===== config.mk =====
export PLATFORM = sky130hd
export DESIGN_NAME = display_page_sequencer
export DESIGN_NICKNAME = d
export VERILOG_FILES = /design/src/rtl/display_page_sequencer.sv
export SDC_FILE = /design/constraint.sdc
export NUM_CORES = 1
export LEC_CHECK = 0
export CAP_MARGIN = 15
export CORE_MARGIN = 3
export CORE_UTILIZATION = 46
export DETAILED_ROUTE_END_ITERATION = 16
export PLACE_DENSITY_LB_ADDON = 0.25
export SYNTH_ARGS = -nofsm -noshare
export SYNTH_HDL_FRONTEND = slang
export SYNTH_SLANG_ARGS = --single-unit

===== constraint.sdc =====
create_clock -name clk1 -period 3.2 [get_ports clk1]
set_input_delay 0.48 -clock clk1 [delete_from_list [all_inputs] [get_ports clk1]]
set_output_delay 0.48 -clock clk1 [all_outputs]
set_load 0.02 [all_outputs]

===== src/rtl/display_page_sequencer.sv =====
// Page sequencer for the 4-digit seven-segment debug display: button debounce,
// auto-scroll timer, page counter with one-hot LEDs and a freezable value register.
module display_page_sequencer #(
  parameter int DEB_CYCLES = 1000000,
  parameter int AUTO_BITS  = 27
) (
  input  logic        clk1,
  input  logic        rst,
  input  logic        btn_next,
  input  logic        auto_en,
  input  logic        freeze,
  input  logic [31:0] src0,
  input  logic [31:0] src1,
  input  logic [31:0] src2,
  input  logic [31:0] src3,
  output logic [15:0] disp_val,
  output logic [2:0]  page,
  output logic [7:0]  page_led,
  output logic        frozen
);

  localparam int DW = (DEB_CYCLES > 2) ? $clog2(DEB_CYCLES) : 1;
  localparam logic [DW-1:0] DEB_LAST = DW'(DEB_CYCLES - 1);

  logic                 sync1_q, sync2_q;
  logic                 btn_db_q, btn_db_d;
  logic                 btn_db_prev_q;
  logic [DW-1:0]        deb_cnt_q, deb_cnt_d;
  logic [AUTO_BITS-1:0] timer_q, timer_d;
  logic [2:0]           page_q, page_d;
  logic [7:0]           page_led_q;
  logic [15:0]          disp_q, disp_d;
  logic                 page_chg_q;
  logic                 frozen_q;

  logic                 next_pulse_s;
  logic                 auto_tick_s;
  logic                 advance_s;
  logic                 load_en_s;
  logic [31:0]          word_s;
  logic [15:0]          half_s;

  // Next-state logic for debounce, auto timer, page and display value
  always_comb begin
    next_pulse_s = btn_db_q & ~btn_db_prev_q;
    // The tick only fires while the timer is actually counting, so a held
    // all-ones value during freeze cannot produce repeated advances.
    auto_tick_s  = auto_en & ~freeze & (&timer_q);
    advance_s    = next_pulse_s | auto_tick_s;
    load_en_s    = ~freeze | page_chg_q;

    btn_db_d  = btn_db_q;
    deb_cnt_d = '0;
    if (sync2_q != btn_db_q) begin
      if (deb_cnt_q == DEB_LAST) begin
        btn_db_d  = sync2_q;
        deb_cnt_d = '0;
      end else begin
        btn_db_d  = btn_db_q;
        deb_cnt_d = deb_cnt_q + DW'(1);
      end
    end else begin
      btn_db_d  = btn_db_q;
      deb_cnt_d = '0;
    end

    timer_d = timer_q;
    if (!auto_en || next_pulse_s) begin
      timer_d = '0;
    end else if (freeze) begin
      timer_d = timer_q;
    end else begin
      timer_d = timer_q + AUTO_BITS'(1);
    end

    page_d = page_q;
    if (advance_s) begin
      page_d = page_q + 3'd1;
    end else begin
      page_d = page_q;
    end

    word_s = 32'h0000_0000;
    case (page_q[2:1])
      2'd0:    word_s = src0;
      2'd1:    word_s = src1;
      2'd2:    word_s = src2;
      2'd3:    word_s = src3;
      default: word_s = 32'h0000_0000;
    endcase
    half_s = page_q[0] ? word_s[31:16] : word_s[15:0];

    disp_d = disp_q;
    if (load_en_s) begin
      disp_d = half_s;
    end else begin
      disp_d = disp_q;
    end
  end

  // State registers with asynchronous active-high clear
  always_ff @(posedge clk1 or posedge rst) begin
    if (rst) begin
      sync1_q       <= 1'b0;
      sync2_q       <= 1'b0;
      btn_db_q      <= 1'b0;
      btn_db_prev_q <= 1'b0;
      deb_cnt_q     <= '0;
      timer_q       <= '0;
      page_q        <= 3'd0;
      page_led_q    <= 8'h01;
      disp_q        <= 16'h0000;
      page_chg_q    <= 1'b0;
      frozen_q      <= 1'b0;
    end else begin
      sync1_q       <= btn_next;
      sync2_q       <= sync1_q;
      btn_db_q      <= btn_db_d;
      btn_db_prev_q <= btn_db_q;
      deb_cnt_q     <= deb_cnt_d;
      timer_q       <= timer_d;
      page_q        <= page_d;
      page_led_q    <= 8'h01 << page_d;
      disp_q        <= disp_d;
      page_chg_q    <= advance_s;
      frozen_q      <= freeze;
    end
  end

  assign disp_val = disp_q;
  assign page     = page_q;
  assign page_led = page_led_q;
  assign frozen   = frozen_q;

endmodule


==> PnR_summary.wiki <==
{| class="wikitable"
! Metric !! Value
|-
| Die Ht || between 100 and 150 µm
|-
| Number of stages on the worst hold path || 0
|-
| Share of flip-flops with an asynchronous set or reset after synthesis || 1.00
|-
| Cell Chain, Critical Path || clkdlybuf4s50_1 -> and4b_4 -> and4_4 -> a41oi_4 -> inv_2 -> or4b_4 -> o21ai_2
|-
| Register area share after synthesis || 0.430
|-
| Destination of the worst register-to-register timing path || page_led[4]
|-
| Clock tree from TritonCTS || done
|-
| Worst Max-Slew Pin Slew || about 1.0 ns
|-
| Crit Path Max Fanout || 13
|-
| Final slew viol count || 0
|-
| Post-synthesis cell type count || 55
|-
| Detailed-placement wirelength estimate || slightly below 10000 µm
|-
| Cell area power density || 352 mW/mm²
|-
| Top cells by area in the synthesized netlist || sky130_fd_sc_hd__dfrtp_1, sky130_fd_sc_hd__nor2_1, sky130_fd_sc_hd__xnor2_1
|-
| Crit Path Class || input pin to register
|-
| RR Startpoint || timer_q[0]
|-
| Main synth FF type || sky130_fd_sc_hd__dfrtp_1
|-
| Top achievable clock speed || 404 MHz
|-
| Via count of the first global-routing pass || 4357
|-
| Final setup violation count || 0
|-
| WHS Endpoint || sync2_q
|-
| Path depth of the worst reg2reg path || 7
|-
| Number of top-level pins || 161
|-
| TritonCTS sink count || 80
|-
| Maximum number of pins on one net before global-route repair || 44
|-
| Most common cell in the synthesized netlist || sky130_fd_sc_hd__dfrtp_1
|-
| Relative max-transition margin || 0.302
|-
| # Post-CTS Setup Buffers || 0
|-
| Status || complete, no violations
|-
| Filler-free cell count of the finished design || 786
|-
| Final weighted congestion in routability-driven placement || roughly 0.91
|-
| Overall die width || 107 µm
|-
| DRC violations left || 0
|-
| Post-synth top area cell || sky130_fd_sc_hd__dfrtp_1
|-
| Number of DRC markers after the initial detailed-route iteration || around 190
|-
| # rows || 36
|-
| Initial antenna violation count || 0
|-
| Startpoint class of the critical path || input pin
|-
| Fin Hold WS || 0.357 ns
|-
| Total number of H-tree levels || 3
|-
| Worst setup slack after layout || 0.724 ns
|-
| Hold Buf Count CTS || 0
|-
| Core area || 0.00982 mm²
|-
| Final routed wire length divided by cell count || about 16 µm
|-
| Vias per cell || roughly 5.4
|-
| Required time of the worst setup path || 3.48 ns
|-
| Starting Density || 0.475
|-
| Post-layout utilization of the core || 0.673
|-
| Leakage component of the power || between 0.002 and 0.003 µW
|-
| Max-cap check violation count || 0
|-
| Endpoint class of the critical path || register
|-
| Total CTS buffers || 9
|-
| Post-route fraction of the period consumed by the critical path || 0.774
|-
| CTS clk-pin slew, worst paths || ~0.090 ns
|-
| Count of final hold-check violations || 0
|-
| Count of buffers inserted at the top-level ports || 160
|-
| Worst min-delay path startpoint || sync1_q
|-
| Setup Slack @ Placement || 0.369 ns
|-
| Synthesis Warnings || 0
|-
| Cell with the largest stage delay on the worst path || sky130_fd_sc_hd__clkdlybuf4s50_1
|-
| Clk Tree Root Cell || sky130_fd_sc_hd__clkbuf_8
|-
| Worst-case register-to-register setup slack || 0.87 ns
|-
| Number of enable-type register cells in the synthesized netlist || 0
|-
| Global route total overflow || 0
|-
| Number of placed instances, taps included || 770
|-
| Most instantiated cells after synthesis || sky130_fd_sc_hd__dfrtp_1, sky130_fd_sc_hd__nor2_1, sky130_fd_sc_hd__nand2_1, sky130_fd_sc_hd__a21oi_1, sky130_fd_sc_hd__clkbuf_1
|-
| Worst clock skew || ~0.015 ns
|-
| Number of vias after detailed routing || 4272
|-
| Die Footprint || 0.0114 mm²
|-
| Area grow syn2layout || 41.9%
|-
| Drt total wl || roughly 13000 µm
|-
| Fraction of synthesized cell area taken by the top area cell type || 0.424
|-
| Worst-skew pair later-pin latency || 0.35 ns
|-
| Final min period || 2.48 ns
|-
| Post-Syn Area || 0.00466 mm²
|-
| Number of nets still failing antenna checks after routing || 0
|-
| TNS Setup || 0 ns
|-
| Type of the tightest min-delay check || register to register
|-
| Resize count post-CTS || 0
|-
| Synth Register Bits || 80
|-
| Max rail drop VDD || about 0.27 mV
|-
| CP peak stage delay || 0.61 ns
|-
| Post-Synthesis Mean Instance Area || 9.28 µm²
|-
| Mapped Cells || 502
|-
| Crit path arrival time || around 2.8 ns
|-
| Layout cells sized above 1 || 0.0689
|-
| RSZ-0062 raised after global routing || false
|-
| Number of antenna diodes || 0
|-
| Pre-antenna DRT Iters || 4
|-
| Net Count, Synth || 638
|-
| Overall track demand over capacity in global routing || 0.231
|-
| Clock Tree Buf Depth || 2
|-
| Final Net Count || 784
|-
| First-pass GRT wire length || 21100 µm
|}
kinds of logic after synthesis:
kind of cell / share of synthesized area
and+or+nand+nor: 0.218
AOI/OAI and AO/OA: 0.144
DFF: 0.430
xor gates and xnor gates: 0.0883
buffers and inverters: 0.0344
muxes: 0.0776
adders and majority gates: 0.00805
how the worst max path moves through the flow:
stage / end / from / slack (ns) / cells after the start
final: page_led[4] / freeze / 0.72 / 7
after CTS: page_led[4] / freeze / 0.73 / 7
after floorplan: btn_db_prev_q / rst / 0.67 / 1
after detailed placement: page_led[4] / freeze / 0.37 / 7
after global placement: page_led[4] / freeze / 0.44 / 7
after global routing: page_led[4] / freeze / 0.62 / 7
metal layers:
layer	share of wire	vias up	track usage	routed length, µm
met5	0	-	0	0
met1	0.42	2007	0.301	5370
li1	-	2084	-	-
met4	0.025	0	0.0822	316
met2	0.49	152	0.370	6240
met3	0.072	29	0.0644	922
layout make-up:
cell class / count / area [µm²]
fill: 798 / 3210
multi-input combinational: 382 / 2500
sequential: 80 / 2010
timing repair buffer: 168 / 1660
tap: 133 / 166
clock buffer: 10 / 138
clock inverter: 6 / 115
inverter: 7 / 27.5
placed cells by master (no fill, tap or decap), drive strengths merged, types with 8 or more instances in the layout:
master | synthesis | layout
buf | 5 | 8
nand2 | 40 | 40
and2 | 8 | 8
clkbuf | 28 | 10
mux2i | 17 | 17
xnor2 | 27 | 27
clkdlybuf4s50 | 0 | 160
a21oi | 33 | 33
nand3 | 18 | 18
o21ai | 28 | 28
o22a | 10 | 10
nor2 | 65 | 65
nor3 | 11 | 11
dfrtp | 79 | 79
o22ai | 9 | 9
xor2 | 20 | 20
nand4 | 12 | 12
mux4 | 8 | 8
flip-flops by register name (all words and copies together) (netlist names):
register and flops:
disp_val 16, deb_cnt_q 20, btn_db_q 1, frozen 1, sync1_q 1, page 3
timer_q 27, page_chg_q 1, sync2_q 1, page_led 8, btn_db_prev_q 1
critical path, delay by kind of cell:
family | cells | cell delay [ns]
AND/OR/NAND/NOR | 3 | 1.00
buffers and inverters | 2 | 0.76
AO/OA/AOI/OAI | 2 | 0.51
power by group:
part	internal, µW	total (µW)	switching, µW
sequential	1040	1050	17.0
combinational	217	344	126
clock	544	928	384
total	1800	2320	528
per-stage QoR:
stage | area [µm²] | power [µW]
final | 6610 | 2320
after global routing | 6610 | 2400
after CTS | 6610 | 2340
after detailed placement | 6360 | 1420
after global placement | 6360 | 1410
after floorplan | 4660 | 1180
(Power assumes the default switching activity.)
